## src/rtl/pipeline_hazard_ctrl.sv

```systemverilog
// Pipeline hazard controller: drives the IF/ID and ID/EX register enables.
// Detects load-use hazards, inserts bubbles, flushes on EX redirects and
// freezes the front end while data memory is busy.
// Optional performance counters are enabled by defining HAZARD_PERF_CNT_EN.
module pipeline_hazard_ctrl #(
    parameter int LOAD_USE_STALL = 1,
    parameter int CNT_WIDTH      = 16
) (
    input  logic                 clock,
    input  logic                 reset,
    input  logic                 idex_mem_read,
    input  logic [4:0]           idex_dest_reg,
    input  logic [4:0]           id_rs,
    input  logic [4:0]           id_rt,
    input  logic                 id_uses_rt,
    input  logic                 ex_redirect,
    input  logic                 mem_wait,
    output logic                 pc_write_en,
    output logic                 ifid_write_en,
    output logic                 ifid_flush,
    output logic                 idex_write_en,
    output logic                 idex_bubble,
    output logic [CNT_WIDTH-1:0] stall_cycles,
    output logic [CNT_WIDTH-1:0] redirect_count
);

    localparam logic [1:0] RUN   = 2'd0;
    localparam logic [1:0] STALL = 2'd1;
    localparam logic [1:0] FLUSH = 2'd2;

    // Counter preload: the RUN hazard cycle is the first bubble.
    localparam logic [1:0] STALL_PRELOAD = 2'(LOAD_USE_STALL - 1);

    logic [1:0] r_state;
    logic [1:0] r_stall_cnt;
    logic [1:0] w_next_state;
    logic [1:0] w_next_cnt;
    logic       w_hazard;
    logic       w_pc_we;
    logic       w_ifid_we;
    logic       w_ifid_flush;
    logic       w_idex_we;
    logic       w_idex_bubble;

    // Load-use hazard between the load in EX and the operands in decode.
    always_comb begin
        w_hazard = idex_mem_read && (idex_dest_reg != 5'd0) &&
                   ((idex_dest_reg == id_rs) ||
                    (id_uses_rt && (idex_dest_reg == id_rt)));
    end

    // Enables and next state; priority is reset > mem_wait > redirect > hazard.
    always_comb begin
        w_pc_we       = 1'b0;
        w_ifid_we     = 1'b0;
        w_ifid_flush  = 1'b0;
        w_idex_we     = 1'b0;
        w_idex_bubble = 1'b0;
        w_next_state  = r_state;
        w_next_cnt    = r_stall_cnt;
        if (reset) begin
            w_idex_bubble = 1'b1;
        end else if (mem_wait) begin
            // Whole front end frozen; state and counter hold.
            w_pc_we = 1'b0;
        end else begin
            case (r_state)
                STALL: begin
                    // EX holds a bubble here, so a redirect cannot be real.
                    w_idex_we     = 1'b1;
                    w_idex_bubble = 1'b1;
                    w_next_cnt    = r_stall_cnt - 2'd1;
                    if (r_stall_cnt == 2'd1) begin
                        w_next_state = RUN;
                    end
                end
                default: begin
                    if (ex_redirect) begin
                        w_pc_we       = 1'b1;
                        w_ifid_we     = 1'b1;
                        w_ifid_flush  = 1'b1;
                        w_idex_we     = 1'b1;
                        w_idex_bubble = 1'b1;
                        w_next_state  = FLUSH;
                    end else if ((r_state == RUN) && w_hazard) begin
                        // IF/ID holds a NOP while in FLUSH, so no hazard there.
                        w_idex_we     = 1'b1;
                        w_idex_bubble = 1'b1;
                        if (LOAD_USE_STALL > 1) begin
                            w_next_cnt   = STALL_PRELOAD;
                            w_next_state = STALL;
                        end
                    end else begin
                        w_pc_we      = 1'b1;
                        w_ifid_we    = 1'b1;
                        w_idex_we    = 1'b1;
                        w_next_state = RUN;
                    end
                end
            endcase
        end
    end

    assign pc_write_en   = w_pc_we;
    assign ifid_write_en = w_ifid_we;
    assign ifid_flush    = w_ifid_flush;
    assign idex_write_en = w_idex_we;
    assign idex_bubble   = w_idex_bubble;

    // FSM state and remaining-bubble counter.
    always_ff @(posedge clock or posedge reset) begin
        if (reset) begin
            r_state     <= RUN;
            r_stall_cnt <= 2'd0;
        end else begin
            r_state     <= w_next_state;
            r_stall_cnt <= w_next_cnt;
        end
    end

`ifdef HAZARD_PERF_CNT_EN
    logic                 w_redirect_acc;
    logic [CNT_WIDTH-1:0] r_stall_cycles;
    logic [CNT_WIDTH-1:0] r_redirect_count;

    assign w_redirect_acc = !mem_wait && ex_redirect && (r_state != STALL);

    // Saturating performance counters.
    always_ff @(posedge clock or posedge reset) begin
        if (reset) begin
            r_stall_cycles   <= '0;
            r_redirect_count <= '0;
        end else begin
            if (!w_pc_we && !(&r_stall_cycles)) begin
                r_stall_cycles <= r_stall_cycles + 1'b1;
            end
            if (w_redirect_acc && !(&r_redirect_count)) begin
                r_redirect_count <= r_redirect_count + 1'b1;
            end
        end
    end

    assign stall_cycles   = r_stall_cycles;
    assign redirect_count = r_redirect_count;
`else
    assign stall_cycles   = '0;
    assign redirect_count = '0;
`endif

endmodule

```

## config.mk

```make
export PLATFORM = sky130hd
export DESIGN_NAME = pipeline_hazard_ctrl
export DESIGN_NICKNAME = d
export VERILOG_FILES = /design/src/rtl/pipeline_hazard_ctrl.sv
export SDC_FILE = /design/constraint.sdc
export NUM_CORES = 1
export LEC_CHECK = 0
export CAP_MARGIN = 20
export CORE_MARGIN = 2
export CORE_UTILIZATION = 26
export DETAILED_ROUTE_END_ITERATION = 8
export PLACE_DENSITY = 0.8
export SLEW_MARGIN = 20
export SYNTH_ARGS = -nofsm -noshare
export SYNTH_HDL_FRONTEND = slang
export SYNTH_SLANG_ARGS = --single-unit
```

## constraint.sdc

```tcl
create_clock -name clock -period 1.8 [get_ports clock]
set_input_delay 0.27 -clock clock [delete_from_list [all_inputs] [get_ports clock]]
set_output_delay 0.27 -clock clock [all_outputs]
set_load 0.05 [all_outputs]
```

# == Word level (Yosys, flattened, before mapping) ==
# Cells that the tools add are included.
# op_classes
n_addsub,1
n_mul,0
n_div,0
order_cmp,0
n_eq_ne,6
n_shift,0
mux,20
bitwise,2
reduce_logical,9
# ops
op,count
$mux W1,16
$eq A5 B5 Y1,2
$mux W2,4
$reduce_bool A5 Y1,1
$eq A2 B1 Y1 const B,2
$logic_and A1 B1 Y1,4
$reduce_and A4 Y1,1
$ne A3 B2 Y1 const B,1
$reduce_and A3 Y1,1
$logic_not A2 Y1,1
$ne A2 B2 Y1 const B,1
$not A1 Y1,2
$sub A2 B1 Y2 const B,1
$logic_or A1 B1 Y1,1
# word_totals
regBits,4
latch_bits,0
ram_bits,0
mem_bits_ro,0
inputBits,21
out_inout_bits,37
word_cells,40
mem_count,0

# == Depth between registers and ports, before layout ==
# depth
word_depth,10
mapped_depth,5
depth_no_buf,4

# == Worst setup path before layout ==
# OpenSTA, ideal clock, no wires.
# synth_path
path_type,input-to-output
from,in mem_wait
to,out pc_write_en
t_arrival_ns,1.916
required_time_ns,1.530
setup_slack_ns,-0.386
cell_stages,3
path_buffers,1
cell_sequence,nor2_1 -> o31a_1 -> buf_4
# synth_between
elab_chain_cells,2
# synth_rtl
item,line,text
"start, declared",17,"input logic mem_wait,"
$mux W1 (2 in a row),--,
"end, declared",18,"output logic pc_write_en,"
# No other way between the ends.

# == Final worst setup path ==
# layout_path
from,in id_rt[1]
to,out pc_write_en
# layout_between
elab_chain_cells,10
# layout_rtl
item,line,text
"start, declared",14,"input logic [4:0] id_rt,"
$eq A5 B5 Y1,49,(id_uses_rt && (idex_dest_reg == id_rt)));
$logic_and A1 B1 Y1,49,
$logic_or A1 B1 Y1,48,((idex_dest_reg == id_rs) ||
$logic_and A1 B1 Y1,47,w_hazard = idex_mem_read && (idex_dest_reg != 5'd0) &&
$logic_and A1 B1 Y1,85,end else if ((r_state == RUN) && w_hazard) begin
$mux W1,85,
$mux W1,78,if (ex_redirect) begin
$mux W1,67,case (r_state)
$mux W1,63,end else if (mem_wait) begin
$mux W1,61,if (reset) begin
# No other way between the ends.

==> results.cfg <==
[route]
wl_per_cell_um = 7.874
ant_nets = 0
dr_total_vias = 385
drc = 0
viasPerCell = 3.468
drt-initial-drc-count = 0
routed_wl_um = 874
firstDrtPassIters = 1

[worst_setup_path]
slowest_stage = o31a_2
worst_path_largest_cell_delay_ns = 0.37
worst-endpoint-arrival_ns = 1.57
r2r-end = r_state[1]$_DFFE_PP0P_
crit_type = input port to primary output
cp-startpoint = id_rt[1]
endpoint_kind = primary output
r2r_cells = 1
reg2reg_setup_slack_ns = 1.03
worstPathCellList = buf_6 -> xor2_2 -> nor4_2 -> a32oi_2 -> o31a_2 -> buf_12
worstPathRequired_ns = 1.53
cp_max_fo = 2
critPathLaunchType = input port
endpoint = pc_write_en
timing.rr.start = r_state[1]$_DFFE_PP0P_

[synth]
synth_cell_types = 18
ys_seq_elements = 1
async_reset_ff_frac = 1.000
synth_top_cell_area_share = 0.5238
yosys.area.top_type = buf_4
yosys_most_used_dff = dfrtp_1
synthTopCellsByArea = buf_4 (52%), xor2_1 (17%), dfrtp_1 (5.3%), o311ai_2 (3.4%), nor4_2 (2.6%)
yosys_warnings = 0
synth_common_cells = buf_4 (33), xor2_1 (9), nor2_1 (2)
syn_avg_cell_area_um2 = 8.016
synth.most_common_cell = buf_4
netlist_instances = 59
synth-edff-count = 0
ys_seq_area_frac = 0.05291
syn_area_um2 = 473.0

[sta]
setup_viol = 2
rsz0062_at_grt = yes
hold_viol = 0
period_needed_ns = 1.837
post-route-period-util = 1.021
fin_ws_ns = -0.03715
finalClockSkew_ns = 0
fmaxAchievable_mhz = 544.3
slew_viol_final = 0
hold_ws_ns = 0.5034
setup_tns_ns = -0.07374

[layout]
fillers = 188
multi_input_area_um2 = 360.3
largest_reg_flops = 1
final-seq-area_um2 = 25.02
n_antenna_cell = 0
top_register = r_state
synthToLayoutAreaGrowth_pct = 52.91
reg_top3 = r_state x1
layout-drive-gt1-share = 0.3140
fin_nets = 109

[grt]
grt_max_degree = 5
grt_pass1_wl_um = 1242
grt_pass1_vias = 314
antenna_found_initial = 0
grt.overflow.total = 0
grt_usage = 0.07607

[die]
die_y_um = 46.65
core-area_um2 = 1727
die-area_um2 = 2176
rows = 15
die_w_um = 46.65
num_io_pins = 58
initial_utilization = 0.2739

[power]
total_power_w = 0.0003252
p_per_area_nw_per_um2 = 449.7
power_leakage_nw = 0.3695
ir_drop_v = 0.0001700

[clock_network]
insertion_delay_ns = 0
ctsHoldBuffers = 0
path_clk_slew_ns = 0

[placed_design]
routabilityCongestion = 0.6929
dp_hpwl_um = 853.1
io_buffer_count = 25

[hold_path]
holdCritPathClass = input port to async pin

[run_status]
violations = negative setup slack
status = finished with violations

[run]
maxCapViolCount = 0
stage by stage:
| stage | instances | utilization | cell area [um^2] | worst slack [ns] |
|---|---|---|---|---|
| global route | 111 | 0.4188 | 723.2 | -0.09808 |
| global placement | 110 | 0.4109 | 709.4 | -0.4063 |
| floorplan | 90 | - | 603.1 | -0.03894 |
| detailed placement | 110 | 0.4109 | 709.4 | -0.5061 |
| finish | 111 | 0.4188 | 723.2 | -0.03715 |
| CTS | 111 | 0.4188 | 723.2 | -0.05017 |
cell type report:
class / instances / share of cell area
Sequential cell: 1 / 0.03460
Tap cell: 25 / 0.04325
Inverter: 1 / 0.005190
Timing Repair Buffer: 29 / 0.4187
Multi-Input combinational cell: 55 / 0.4983
logic make-up after synthesis:
logic type / Yosys count / synth area share
compound gates: 4 / 0.08997
xor+xnor: 10 / 0.1852
buf+inv: 34 / 0.5317
flops: 1 / 0.05290
mux: 1 / 0.02381
other cells: 1 / 0.007929
simple gates: 8 / 0.1085
per-layer routing:
metal  global-route usage  share of wire  wire, um
met4                    0              0         0
met3             0.007843           0.18       158
met2               0.1639           0.51       443
met5                    0              0         0
met1              0.08102           0.31       272
power by group:
group | internal (W) | switching, W | total [W]
logic | 0.0000831 | 0.000212 | 0.000296
clock network | 0 | 0 | 0
registers | 0.0000263 | 0.00000340 | 0.0000297
repair_timing:
action / in CTS / in global routing
setup endpoints to repair: 3 / 3
resized for setup: 44 / 0
buffers inserted: 1 / 0
pin swaps: 11 / 1
how the worst min path moves through the flow:
stage	startpoint	end	cells past startpoint
5_1_grt	reset	r_state[1]$_DFFE_PP0P_	2
4_1_cts	reset	r_state[1]$_DFFE_PP0P_	2
3_3_place_gp	reset	r_state[1]$_DFFE_PP0P_	2
3_5_place_dp	reset	r_state[1]$_DFFE_PP0P_	2
6_report	reset	r_state[1]$_DFFE_PP0P_	2
2_1_floorplan	reset	r_state[1]$_DFFE_PP0P_	1
layout by cell type, fill, tap and decap left out:
cell type / synthesis / layout
xor2_1: 9 / 8
dfrtp_1: 1 / 1
buf_12: 0 / 5
clkdlybuf4s15_2: 0 / 1
o31a_2: 0 / 1
mux2_2: 1 / 1
xor2_2: 0 / 1
nor2_2: 0 / 1
o311ai_4: 0 / 1
buf_6: 0 / 2
nor2b_4: 0 / 1
buf_4: 33 / 4
nor3_1: 1 / 1
conb_1: 1 / 32
or4_4: 0 / 1
a32oi_2: 0 / 1
o21ai_2: 1 / 1
dlygate4sd2_1: 0 / 9
buf_2: 0 / 4
nor2_1: 2 / 1
xnor2_2: 0 / 1
nor4_2: 1 / 1
nand2b_1: 1 / 1
inv_1: 1 / 1
and2_1: 1 / 1
clkdlybuf4s50_1: 0 / 4
worst max-delay path: cells and delay by family:
family | cells | cell delay, ns
AOI/OAI and AO/OA | 2 | 0.57
and+or+nand+nor | 1 | 0.30
buffers and inverters | 2 | 0.26
xor gates and xnor gates | 1 | 0.16
No activity file was read; power rests on OpenSTA's default activity.
